`src/rtl/filtros_defs.sv`:
```
// Shared definitions for the FIR controller: default filter size and FSM state encodings.
package filtros_defs;

    localparam int NUM_COEFICIENTES_DEF = 8;
    localparam int BITS_INDICE_DEF      = 3;

    typedef enum logic [1:0] {
        ESPERA   = 2'd0,
        LIMPIAR  = 2'd1,
        ACUMULAR = 2'd2,
        ENTREGAR = 2'd3
    } estado_t;

endpackage

```
`src/rtl/contador_indice.sv`:
```
// Tap index counter: synchronous clear, enable, terminal count at NUM_COEFICIENTES-1.
module contador_indice
    import filtros_defs::*;
#(
    parameter int NUM_COEFICIENTES = NUM_COEFICIENTES_DEF,
    parameter int BITS_INDICE      = BITS_INDICE_DEF
) (
    input  logic                   clk,
    input  logic                   reset,
    input  logic                   limpiar_i,
    input  logic                   habilitar_i,
    output logic [BITS_INDICE-1:0] indice_o,
    output logic                   fin_cuenta_o
);

    localparam logic [BITS_INDICE-1:0] ULTIMO = BITS_INDICE'(NUM_COEFICIENTES - 1);

    logic [BITS_INDICE-1:0] indice_q;
    logic [BITS_INDICE-1:0] indice_d;

    assign fin_cuenta_o = (indice_q == ULTIMO);
    assign indice_o     = indice_q;

    // Returning to 0 after the last tap keeps the index out of unused addresses.
    always_comb begin
        indice_d = indice_q;
        if (limpiar_i) begin
            indice_d = '0;
        end else if (habilitar_i) begin
            indice_d = fin_cuenta_o ? '0 : indice_q + BITS_INDICE'(1);
        end
    end

    always_ff @(posedge clk or negedge reset) begin
        if (!reset) begin
            indice_q <= '0;
        end else begin
            indice_q <= indice_d;
        end
    end

endmodule

```
`src/rtl/controlador_fir.sv`:
```
// FIR sequencing controller: clear, NUM_COEFICIENTES MAC cycles, then hold the result until taken.
module controlador_fir
    import filtros_defs::*;
#(
    parameter int NUM_COEFICIENTES = NUM_COEFICIENTES_DEF,
    parameter int BITS_INDICE      = BITS_INDICE_DEF
) (
    input  logic                   clk,
    input  logic                   reset,
    input  logic                   muestra_valida,
    output logic                   muestra_lista,
    output logic                   desplazar_linea,
    output logic                   limpiar_acumulador,
    output logic                   habilitar_mac,
    output logic [BITS_INDICE-1:0] direccion_coef,
    output logic                   resultado_valido,
    input  logic                   resultado_aceptado,
    output logic                   muestra_perdida,
    output logic [1:0]             estado_o
);

    estado_t                estado_q;
    logic                   valido_q;
    logic                   perdida_q;
    logic                   listo_q;
    logic [BITS_INDICE-1:0] indice;
    logic                   fin_cuenta;

    contador_indice #(
        .NUM_COEFICIENTES (NUM_COEFICIENTES),
        .BITS_INDICE      (BITS_INDICE)
    ) u_indice (
        .clk          (clk),
        .reset        (reset),
        .limpiar_i    (estado_q == LIMPIAR),
        .habilitar_i  (estado_q == ACUMULAR),
        .indice_o     (indice),
        .fin_cuenta_o (fin_cuenta)
    );

    // listo_q keeps muestra_lista low while reset is held and raises it on the first edge after.
    always_ff @(posedge clk or negedge reset) begin
        if (!reset) begin
            estado_q  <= ESPERA;
            valido_q  <= 1'b0;
            perdida_q <= 1'b0;
            listo_q   <= 1'b0;
        end else begin
            listo_q   <= 1'b1;
            perdida_q <= muestra_valida && (estado_q != ESPERA);
            case (estado_q)
                ESPERA: begin
                    if (muestra_valida && listo_q) begin
                        estado_q <= LIMPIAR;
                    end
                end
                LIMPIAR: begin
                    estado_q <= ACUMULAR;
                end
                ACUMULAR: begin
                    if (fin_cuenta) begin
                        estado_q <= ENTREGAR;
                    end
                end
                ENTREGAR: begin
                    // One settling cycle for the final product before the result is offered.
                    if (valido_q && resultado_aceptado) begin
                        estado_q <= ESPERA;
                        valido_q <= 1'b0;
                    end else begin
                        valido_q <= 1'b1;
                    end
                end
                default: begin
                    estado_q <= ESPERA;
                end
            endcase
        end
    end

    assign muestra_lista      = listo_q && (estado_q == ESPERA);
    assign desplazar_linea    = (estado_q == LIMPIAR);
    assign limpiar_acumulador = (estado_q == LIMPIAR);
    assign habilitar_mac      = (estado_q == ACUMULAR);
    assign direccion_coef     = (estado_q == ACUMULAR) ? indice : '0;
    assign resultado_valido   = valido_q;
    assign muestra_perdida    = perdida_q;
    assign estado_o           = estado_q;

endmodule
```
`config.mk`:
```
export PLATFORM = sky130hd
export DESIGN_NAME = controlador_fir
export DESIGN_NICKNAME = d
export VERILOG_FILES = /design/src/rtl/filtros_defs.sv /design/src/rtl/contador_indice.sv /design/src/rtl/controlador_fir.sv
export SDC_FILE = /design/constraint.sdc
export NUM_CORES = 1
export LEC_CHECK = 0
export CAP_MARGIN = 30
export CORE_AREA = 2 2 39 41
export CTS_CLUSTER_DIAMETER = 80
export DETAILED_ROUTE_END_ITERATION = 7
export DIE_AREA = 0 0 41 43
export PLACE_DENSITY = 0.72
export SETUP_SLACK_MARGIN = 0.4
export SLEW_MARGIN = 15
export SYNTH_ARGS = -nofsm -noshare
export SYNTH_HDL_FRONTEND = slang
export SYNTH_HIERARCHICAL = 1
export SYNTH_SLANG_ARGS = --single-unit
```
`constraint.sdc`:
```
create_clock -name clk -period 3.31 [get_ports clk]
set_clock_uncertainty 0.2 [all_clocks]
set_input_delay 0.662 -clock clk [delete_from_list [all_inputs] [get_ports clk]]
set_output_delay 0.662 -clock clk [all_outputs]
set_load 0.05 [all_outputs]
```
==> results.sh, run 1 <==
export IMPL_finalHoldViolCount=0
export IMPL_cp_required_ps=2450
export IMPL_period_share=0.830
export IMPL_hold_class="reg2reg"
export IMPL_fin_nets=66
export IMPL_reg2reg_slack_ps=1490
export IMPL_cts_tree="yes"
export IMPL_cts_buffers=3
export IMPL_wirelength_um=746
export IMPL_drv_cap=0
export IMPL_outcome="completed"
export IMPL_synth_top_family_by_area="adder cells"
export IMPL_rsz0062_at_grt="no"
export IMPL_hold_start="u_indice/indice_o[2]"
export IMPL_synth_simple_area_share=0.123
export IMPL_gr_total_overflow=0
export IMPL_start_util=0.337
export IMPL_ys_top_cells_by_area="dfrtp_1 (43%), ha_1 (16%), a221oi_4 (5.6%)"
export IMPL_dr_pass1_iters=2
export IMPL_ff_latch_area_um2=200
export IMPL_antenna_found_initial=0
export IMPL_drt_initial_drc_count=4
export IMPL_drive_above_1_share=0.167
export IMPL_grt_usage=0.110
export IMPL_multi_input_area_um2=244
export IMPL_vias=312
export IMPL_ctsHtreeMaxLevel=1
export IMPL_synth_top_area_frac=0.429
export IMPL_die_w_um=41
export IMPL_crit_fanout=5
export IMPL_rr_worst_depth=4
export IMPL_syn_avg_cell_area_um2=12.3
export IMPL_synth_area_um2=467
export IMPL_globalplace_congestion=0.699
export IMPL_r2r_end="estado_o[1]"
export IMPL_synthAdderAreaFrac=0.161
export IMPL_dpl_hpwl_um=571
export IMPL_via_per_inst=4.46
export IMPL_io_pins=15
export IMPL_finalMaxSlewViolations=0
export IMPL_finalSetupViolations=0
export IMPL_setup_tns_final_ps=0
export IMPL_rr_startpoint="estado_o[0]"
export IMPL_synth_cells=38
export IMPL_postCtsSetupBuffers=0
export IMPL_relSlewSlack=0.667
export IMPL_synth_compound_area_share=0.155
export IMPL_grt_pass1_vias=309
export IMPL_period_minus_slack_ps=2750
export IMPL_wl_per_cell_um=10.7
export IMPL_rows=14
export IMPL_drc=0
export IMPL_postRouteAntennaNets=0
export IMPL_fill_cells=142
export IMPL_yosysSeqAreaShare=0.429
export IMPL_n_antenna_cell=0
export IMPL_clk_pin_slew_ps=50
export IMPL_worst_slew_pin_transition_ps=498
export IMPL_cts_sinks=8
export IMPL_cp_data_arrival_time_ps=1880
export IMPL_startpoint="estado_o[1]"
export IMPL_yosysUniqueCellTypes=19
export IMPL_numPortBuffers=14
export IMPL_clock_latency_ps=250
export IMPL_synth_xor_area_frac=0
export IMPL_ys_ff_latch=8
export IMPL_cts_buffer_depth=2
export IMPL_critPathCapture="desplazar_linea"
export IMPL_root_buffer="clkbuf_4"
export IMPL_ys_warn_count=6
export IMPL_die_area_um2=1760
export IMPL_syn_nets=48
export IMPL_grt_pass1_wl_mm=1.28
export IMPL_muxShareOfSynthArea=0.0751
export IMPL_die_y_um=43
export IMPL_cp_end_kind="output port"
export IMPL_path_class="reg2out"
export IMPL_synth_area_leader_cell="dfrtp_1"
export IMPL_max_clock_freq_mhz=364
export IMPL_core_um2=1380
export IMPL_grt_max_degree=11
export IMPL_start_kind="register"
export IMPL_area_growth_pct=37.0
synthesized netlist by cell type:
cell type	n
mux2i_1	2
or3b_1	1
conb_1	1
nor2b_1	1
a21boi_4	1
a221oi_4	1
inv_1	3
nand2b_1	1
a21o_2	1
nand2_1	1
a21oi_2	1
dfrtp_1	8
mux2_4	1
and2_1	4
inv_2	1
o32a_1	1
buf_4	1
nor2_1	2
ha_1	6
stage by stage:
step	instance area (um^2)	hold WS, ps	worst slack [ps]	utilization	instances
floorplan	467	166	509	-	38
global placement	619	330	613	0.448	67
detailed placement	619	337	561	0.448	67
CTS	637	351	440	0.460	70
global route	639	409	445	0.462	70
finish	639	348	563	0.462	70
layout by cell type, fill, tap and decap left out, types with 2 or more instances in the layout:
cell,n
clkdlybuf4s50_1,9
and2_1,4
mux2i_1,2
ha_1,6
clkbuf_4,3
dfrtp_1,8
dlygate4sd2_1,4
inv_1,3
nor2_1,2
timing repair:
| item | 4_1_cts | 5_1_grt |
|---|---|---|
| pin swaps | 0 | 0 |
| hold buffers | 0 | 0 |
| resized for setup | 4 | 1 |
| endpoints found under the setup margin | 4 | 1 |
logic make-up after synthesis:
kind of cell / Yosys count
compound gates: 5
fa+ha+maj: 6
buf+inv: 5
flops: 8
mux: 3
other cells: 1
simple gates: 10
sequential cells by signal, indices dropped and copies added (netlist names):
register,flops
muestra_perdida,1
resultado_valido,1
estado_o,2
listo_q,1
u_indice/indice_o,3
routing by layer:
metal | share of wire | wire, um | GRT usage | vias to the layer above
met5 | 0 | 0 | 0 | -
met4 | 0 | 0 | 0.0400 | 0
met2 | 0.47 | 347 | 0.166 | 14
met3 | 0.087 | 65 | 0.0471 | 0
met1 | 0.45 | 334 | 0.133 | 140
li1 | - | - | - | 158
area by class of cell:
class                   instances  area share
clock buffers                   3      0.0352
inverters                       4      0.0235
multi-input cells              25       0.382
flip-flops and latches          8       0.313
well taps                      16      0.0313
repair buffers                 14       0.215
critical path: stages (launching register included):
cell and delay [ps]:
dfrtp_1 420, inv_1 100, ha_1 270, clkdlybuf4s50_1 840
worst min path at each step:
stage | to | cells after the start
after floorplan | estado_o[0] | 0
final | u_indice/indice_o[2] | 2
after detailed placement | u_indice/indice_o[2] | 2
after global placement | u_indice/indice_o[2] | 2
after CTS | u_indice/indice_o[2] | 2
after global routing | u_indice/indice_o[2] | 2
Power of run 1 is not shown: default switching activity piles up to over one toggle a cycle in this logic, so the estimate is an artifact.
==> run 2: changes to the inputs <==
Clock period 3.31 ns to 2.6 ns, I/O delays scaled along.
==> results.sh, run 2 (same netlist as run 1, synthesis figures left out) <==
export IMPL_drc=0
export IMPL_area_growth_pct=37.3
export IMPL_cts_hold_buf=0
export IMPL_drv_cap=0
export IMPL_setup_tns_final_ps=0
export IMPL_io_pins=15
export IMPL_grt_pass1_vias=315
export IMPL_clock_latency_ps=250
export IMPL_final_util=0.463
export IMPL_via_per_inst=4.56
export IMPL_critPathMaxStageDelay_ps=450
export IMPL_final_common_cell="dfrtp_1"
export IMPL_antenna_found_initial=0
export IMPL_root_buffer="clkbuf_4"
export IMPL_fin_nets=66
export IMPL_drive_above_1_share=0.407
export IMPL_period_share=0.808
export IMPL_postCtsSetupBuffers=0
export IMPL_start_util=0.337
export IMPL_n_antenna_cell=0
export IMPL_cts_buffers=3
export IMPL_cts_sinks=8
export IMPL_finalSetupViolations=0
export IMPL_finalHoldViolCount=0
export IMPL_cts_buffer_depth=2
export IMPL_wirelength_um=808
export IMPL_finalMaxSlewViolations=0
export IMPL_cp_data_arrival_time_ps=1380
export IMPL_core_um2=1380
export IMPL_rows=14
export IMPL_path_class="reg2out"
export IMPL_die_w_um=41
export IMPL_globalplace_congestion=0.634
export IMPL_ctsHtreeMaxLevel=1
export IMPL_drt_initial_drc_count=0
export IMPL_dpl_hpwl_um=630
export IMPL_crit_fanout=5
export IMPL_gr_total_overflow=0
export IMPL_rsz0062_at_grt="no"
export IMPL_cp_cell_sequence="inv_1, ha_2, and2_1, buf_4"
export IMPL_wl_per_cell_um=11.5
export IMPL_dr_pass1_iters=1
export IMPL_cp_end_kind="output port"
export IMPL_period_minus_slack_ps=2100
export IMPL_cts_tree="yes"
export IMPL_max_clock_freq_mhz=476
export IMPL_grt_max_degree=11
export IMPL_largest_reg_flops=3
export IMPL_numPortBuffers=14
export IMPL_place_inst=67
export IMPL_slowest_stage="dfrtp_1"
export IMPL_instances_no_fill=70
export IMPL_fill_cells=129
export IMPL_postRouteAntennaNets=0
export IMPL_vias=319
export IMPL_grt_pass1_wl_mm=1.33
export IMPL_start_kind="register"
export IMPL_cp_required_ps=1880
export IMPL_die_area_um2=1760
export IMPL_die_y_um=43
export IMPL_layout_common_cells="dfrtp_1 (8), buf_4 (7), clkdlybuf4s50_1 (4)"
export IMPL_grt_usage=0.116
export IMPL_hold_class="reg2reg"
export IMPL_outcome="completed"
export IMPL_clk_pin_slew_ps=50
## run 2: cell count changes in the layout (fill, tap and decap cells not counted), sizes merged
cell and delta:
buf +7, clkdlybuf4s50 -5, dlygate4sd2 -1, dlymetal6s2s -1
## run 2: per-layer routing
| layer | track usage | wire, um |
|---|---|---|
| met4 | 0.0600 | 0 |
| met5 | 0 | 0 |
| met2 | 0.175 | 422 |
| met1 | 0.130 | 315 |
| met3 | 0.0524 | 70 |
## run 2: worst max-delay path, delay by kind of cell (launching register included)
family / cells / cell delay [ps]
flip-flops: 1 / 450
buffers and inverters: 2 / 310
adder cells (fa/ha/maj): 1 / 240
AND/OR/NAND/NOR: 1 / 130
## run 2: path summary, 6_finish.rpt
check	startpoint	endpoint	slack, ps	cells past startpoint
worst min register to register	u_indice/indice_o[2]	u_indice/indice_o[2]	350	2
worst min-delay path	u_indice/indice_o[2]	u_indice/indice_o[2]	350	2
min in group asynchronous	reset	u_indice/indice_o[2]	360	1
worst max register to register	u_indice/indice_o[0]	estado_o[1]	880	5
max in group asynchronous	reset	estado_o[0]	1580	1
worst max-delay path	estado_o[1]	muestra_lista	500	4
## run 2: through the flow
step	area (um^2)	hold WS, ps	setup slack, ps
after floorplan	484	24.4	326
after global placement	619	327	591
after global routing	641	368	408
after detailed placement	619	345	590
final	641	352	500
after CTS	638	351	412
## run 2: timing repair
action	4_1_cts	5_1_grt
endpoints found under the hold margin	0	0
endpoints found under the setup margin	3	1
gates resized for setup	3	2
## run 2: final cells by class
class | count | area [um^2] | area share
well taps | 16 | 20.0 | 0.0313
inverters | 4 | 15.0 | 0.0234
clock buffers | 3 | 22.5 | 0.0352
flip-flops and latches | 8 | 200 | 0.313
repair buffers | 14 | 119 | 0.186
multi-input cells | 25 | 264 | 0.412
Power of run 2 is left out for the same reason.
